<file path="src/rtl/exp4_unidade_controle.sv">
// ============================================================================
// Module  : exp4_unidade_controle
// Purpose : Moore control FSM for the exp4 memory-check game
// Revision: 1.0 - initial release
// ============================================================================
`default_nettype none

module exp4_unidade_controle (
  input  logic       clock,
  input  logic       reset,
  input  logic       iniciar,
  input  logic       jogada,
  input  logic       igual,
  input  logic       fimC,
  output logic       zeraC,
  output logic       contaC,
  output logic       zeraR,
  output logic       registraR,
  output logic       pronto,
  output logic       acertou,
  output logic       errou,
  output logic [3:0] db_estado
);

  typedef enum logic [3:0] {
    INICIAL     = 4'b0000,
    PREPARACAO  = 4'b0001,
    ESPERA      = 4'b0010,
    REGISTRA    = 4'b0100,
    COMPARACAO  = 4'b0101,
    PROXIMO     = 4'b0110,
    FIM_ACERTOU = 4'b1010,
    FIM_ERROU   = 4'b1110
  } estado_t;

  estado_t state_q, state_d;
  logic    jogada_ant_q;
  logic    w_jogada_borda;

  assign w_jogada_borda = jogada & ~jogada_ant_q;

  always_ff @(posedge clock) begin
    if (reset) begin
      state_q      <= INICIAL;
      jogada_ant_q <= 1'b0;
    end else begin
      state_q      <= state_d;
      jogada_ant_q <= jogada;
    end
  end

  always_comb begin
    state_d = INICIAL;
    case (state_q)
      INICIAL:     state_d = iniciar ? PREPARACAO : INICIAL;
      PREPARACAO:  state_d = ESPERA;
      ESPERA:      state_d = w_jogada_borda ? REGISTRA : ESPERA;
      REGISTRA:    state_d = COMPARACAO;
      // A mismatch wins over end-of-memory.
      COMPARACAO: begin
        if (!igual)     state_d = FIM_ERROU;
        else if (fimC)  state_d = FIM_ACERTOU;
        else            state_d = PROXIMO;
      end
      PROXIMO:     state_d = ESPERA;
      FIM_ACERTOU: state_d = iniciar ? PREPARACAO : FIM_ACERTOU;
      FIM_ERROU:   state_d = iniciar ? PREPARACAO : FIM_ERROU;
      default:     state_d = INICIAL;
    endcase
  end

  always_comb begin
    zeraC     = 1'b0;
    contaC    = 1'b0;
    zeraR     = 1'b0;
    registraR = 1'b0;
    pronto    = 1'b0;
    acertou   = 1'b0;
    errou     = 1'b0;
    case (state_q)
      PREPARACAO: begin
        zeraC = 1'b1;
        zeraR = 1'b1;
      end
      REGISTRA:    registraR = 1'b1;
      PROXIMO:     contaC    = 1'b1;
      FIM_ACERTOU: begin
        pronto  = 1'b1;
        acertou = 1'b1;
      end
      FIM_ERROU: begin
        pronto = 1'b1;
        errou  = 1'b1;
      end
      default: ;
    endcase
  end

  assign db_estado = state_q;

endmodule

`default_nettype wire

</file>
<file path="config.mk">
export PLATFORM = sky130hd
export DESIGN_NAME = exp4_unidade_controle
export DESIGN_NICKNAME = d
export VERILOG_FILES = /design/src/rtl/exp4_unidade_controle.sv
export SDC_FILE = /design/constraint.sdc
export NUM_CORES = 1
export LEC_CHECK = 0
export BUFFER_PORTS_ARGS = -buffer_cell sky130_fd_sc_hd__buf_2
export CAP_MARGIN = 20
export CORE_AREA = 5 5 42 44
export CTS_CLUSTER_DIAMETER = 50
export DETAILED_ROUTE_END_ITERATION = 10
export DIE_AREA = 0 0 47 49
export MAX_ROUTING_LAYER = met4
export PLACE_DENSITY_LB_ADDON = 0.15
export SLEW_MARGIN = 20
export SYNTH_ARGS = -nofsm -noshare
export SYNTH_HDL_FRONTEND = slang
export SYNTH_SLANG_ARGS = --single-unit
</file>
<file path="constraint.sdc">
create_clock -name clock -period 1.2 [get_ports clock]
set_input_delay 0 -clock clock [delete_from_list [all_inputs] [get_ports clock]]
set_output_delay 0 -clock clock [all_outputs]
set_load 0.005 [all_outputs]
</file>
=== Word level (Yosys, flattened, before mapping) ===
Index checks and enable logic that the tools add are counted.

* Memory bits (writable): 0
* Word-level logic and storage cells: 27
* Memory bits (read-only): 0
* Memories: 0
* Latch bits: 0
* Bits in registers: 5

* Order comparisons: 0
* Shift-type cells: 0
* Multiplexer cells: 13
* $mul: 0
* Add/subtract/negate cells: 0
* Reductions and logical operators: 3
* Equality and inequality tests: 7
* Div/mod/pow operators: 0
* Bitwise operators: 2

{| class="wikitable"
|+ Operator list
! cell !! number
|-
| 4-bit case mux with 7 select lines || 1
|-
| 4-bit two-way mux || 4
|-
| 4-bit by 3-bit == test with 1-bit output, second input constant || 3
|-
| 4-bit == test, second input constant || 2
|-
| 1-bit two-way mux || 7
|-
| 4-bit by 1-bit == test with 1-bit output, second input constant || 1
|-
| 4-bit by 2-bit == test with 1-bit output, second input constant || 1
|-
| 4-bit zero test || 1
|-
| 2-bit OR reduction || 2
|-
| 3-bit two-way mux || 1
|-
| 1-bit bitwise AND || 1
|-
| 1-bit inverter || 1
|}

=== Longest topological paths before layout ===
* Depth after elaboration: 4
* Depth in mapped cells: 4
* Gate-level depth less buffers: 3

=== Least setup slack after synthesis ===
Ideal clock, no wire load.

* Path kind: register to register
* Start point: register state_q[3] (netlist: db_estado[3])
* End point: register state_q[1] (netlist: db_estado[1])
* Stages on the path, launching flop included: 5
* Setup time: 0.109 ns
* Path buffers: 1
* Clock period less this slack: 1.098 ns
* Path slack: 0.102 ns
* Arrival time: 0.989 ns
* Data required time: 1.091 ns
* Cells stage by stage: dfxtp_1 buf_6 nor4b_1 o32a_2 nor2_1

* Longest elaborated chain between the ends: 3
* Elaborated cells between the ends (all ways): 10
* Classes of those cells: eq/ne (7); mux (1); reduce/logical (2)

{| class="wikitable"
|+ Ends and longest elaborated chain
! what !! line !! RTL
|-
| from (decl) || 36 || <nowiki>estado_t state_q, state_d;</nowiki>
|-
| from (signal assigned) || 47 || <nowiki>state_q <= state_d;</nowiki>
|-
| 4-bit by 1-bit == test with 1-bit output / 4-bit by 3-bit == test with 1-bit output (equally long branches) || 54 || <nowiki>case (state_q)</nowiki>
|-
| 2-bit OR reduction (no source line) || n/a ||
|-
| 4-bit case mux with 7 select lines (*) || 54 ||
|}

Every way passes the cells marked *; elsewhere a longest branch is shown, timed or not.
A chain may end at the register's enable or synchronous reset.

=== Worst setup path in the final report ===
* Start point: register state_q[3] (netlist: db_estado[3])
* End point: output acertou

* Longest elaborated chain between the ends: 2

{| class="wikitable"
|+ Ends and longest elaborated chain
! what !! line !! RTL
|-
| 4-bit == test || 80 || <nowiki>case (state_q)</nowiki>
|-
| 1-bit two-way mux || 80 ||
|-
| to (decl) || 20 || <nowiki>output logic acertou,</nowiki>
|}

No other way between the ends.

==> flow_metrics.tcl <==
set metrics [dict create \
    timing.final.crit_share 0.968 \
    syn-cell-area_um2 308 \
    fillCellCount 166 \
    h-tree-depth 1 \
    worstPathArrival_ps 1160 \
    hold_path.class "input pin to flop" \
    final-setup-viol-count 0 \
    syn-num-nets 41 \
    max_freq_ghz 0.861 \
    worst_r2r_path_depth 4 \
    cp_max_fo 8 \
    drc 0 \
    vias 336 \
    final_common_cell "buf_2" \
    clkLatencyLatePin_ps 240 \
    rr_endpoint "db_estado[3]" \
    port_buffers 16 \
    grt_max_degree 9 \
    slew_viol_final 0 \
    cts_root_buffer "clkbuf_4" \
    seq_area_frac_synth 0.325 \
    wl_um 829 \
    worstMarginPinSlew_ps 274 \
    register_area_um2 108 \
    die_w_um 47 \
    yosys_warnings 0 \
    cts_tree "yes" \
    fp.coreArea_mm2 0.00140 \
    viasPerCell 4.54 \
    rows 14 \
    syn_area_per_cell_um2 8.79 \
    clk_pin_slew_ps 40 \
    required_ps 1200 \
    nets 65 \
    end_kind "primary output" \
    dr.pass1.iters 3 \
    syn_inst 35 \
    leakage_uw 0.000223 \
    rsz0062_at_grt "yes" \
    powerDensity_mw_per_mm2 941 \
    grt_overflow 0 \
    fin_util 0.350 \
    worstSetupStartpoint "db_estado[3]" \
    endpoint "acertou" \
    multi_input_area_um2 214 \
    drive_gt1_frac 0.621 \
    power_uw 462 \
    finClkSkew_ps 1.57 \
    antenna_found_initial 0 \
    ios 17 \
    track_usage 0.0801 \
    regToRegStartpoint "db_estado[1]" \
    cts.sinks 5 \
    initial_utilization 0.220 \
    gp_congestion 0.634 \
    grt_pass1_wl_mm 1.28 \
    hpwl_um 636 \
    cts_buffers 3 \
    die_h_um 49 \
    maxCapViolCount 0 \
    antenna_left 0 \
    whs_path_depth 3 \
    drtIter0Drc 10 \
    syn2layout_area_growth_pct 59.3 \
    maxSlewHeadroom 0.814 \
    yosysUniqueCellTypes 21 \
    clockBufferDepth 2 \
    status "completed" \
    finalHoldViolCount 0 \
    crit_type "flop to primary output" \
    min_period_ps 1160 \
    antennaDiodeCount 0 \
    vdd_drop_max_mv 0.412 \
    wl_per_cell_um 11.2 \
    rrSetupSlack_ps 120 \
    cp-start-kind "flop" \
    synth_seq_cells 5 \
    dieArea_mm2 0.00230 \
    grt_pass1_vias 293 \
]
layer usage:
layer	up-vias	wire, um	track usage
li1	174	-	-
met1	145	372	0.107
met2	15	359	0.0973
met3	2	78	0.0258
met4	0	18	0.0553
met5	-	0	-
state kept, by name, summed over array words and instances (netlist names):
register      count
db_estado         4
jogada_ant_q      1
power by group:
part	switching [uW]	internal [uW]	leakage (uW)
registers	14.3	175	0.0000430
logic	29.9	45.4	0.000165
clock network	71.2	126	0.0000150
metrics by stage:
step	instances	worst slack (ps)	area (um^2)	setup TNS [ps]	hold slack, ps
floorplan	35	102	308	0	71.2
global placement	67	-74.5	404	-147	215
detailed placement	67	0.828	404	0	212
CTS	73	5.30	470	0	47.9
global route	74	-0.495	490	-0.495	71.2
finish	74	38.6	490	0	60.3
synth_stat cells:
cell	n	area share
dfxtp_1	5	0.33
nor2b_1	4	0.081
nor2_1	3	0.037
nor3_1	3	0.049
and2_2	2	0.049
nand2_1	2	0.024
nand2b_1	2	0.041
a211oi_1	1	0.024
a311o_1	1	0.033
a31oi_1	1	0.020
and3_2	1	0.024
buf_4	1	0.024
buf_6	1	0.037
nand2b_4	1	0.045
nand3_1	1	0.016
nor4b_1	1	0.028
nor4bb_1	1	0.033
o21ai_0	1	0.016
o21ba_2	1	0.033
o21bai_1	1	0.024
o32a_2	1	0.037
critical path, cell delays in order, from the launching register on:
cell	delay, ps
dfxtp_2	360
buf_4	150
and2_2	160
nor2b_1	120
buf_2	120
how the worst min path moves through the flow:
stage	to	start
global placement	db_estado[1]	reset
detailed placement	db_estado[1]	reset
floorplan	db_estado[1]	reset
finish	db_estado[0]	iniciar
CTS	db_estado[0]	iniciar
global route	db_estado[0]	iniciar
final cells by class:
class	count	area share
clock buffers	4	0.0536
repair buffers	21	0.250
flip-flops and latches	5	0.219
multi-input cells	28	0.436
well taps	16	0.0408
logic make-up after synthesis:
kind of cell	count (synthesis)	synth area share
AND/OR/NAND/NOR	21	0.427
AO/OA/AOI/OAI	7	0.187
flip-flops	5	0.325
buffers and inverters	2	0.0610
repair_timing:
action                                  4_1_cts  5_1_grt
endpoints found under the setup margin        6        6
gates cloned                                  0        0
hold endpoints to repair                      3        0
hold buffers                                  2        0
resized for setup                             7        3
setup buffers                                 0        1
Power figures use the tool's default switching activity.
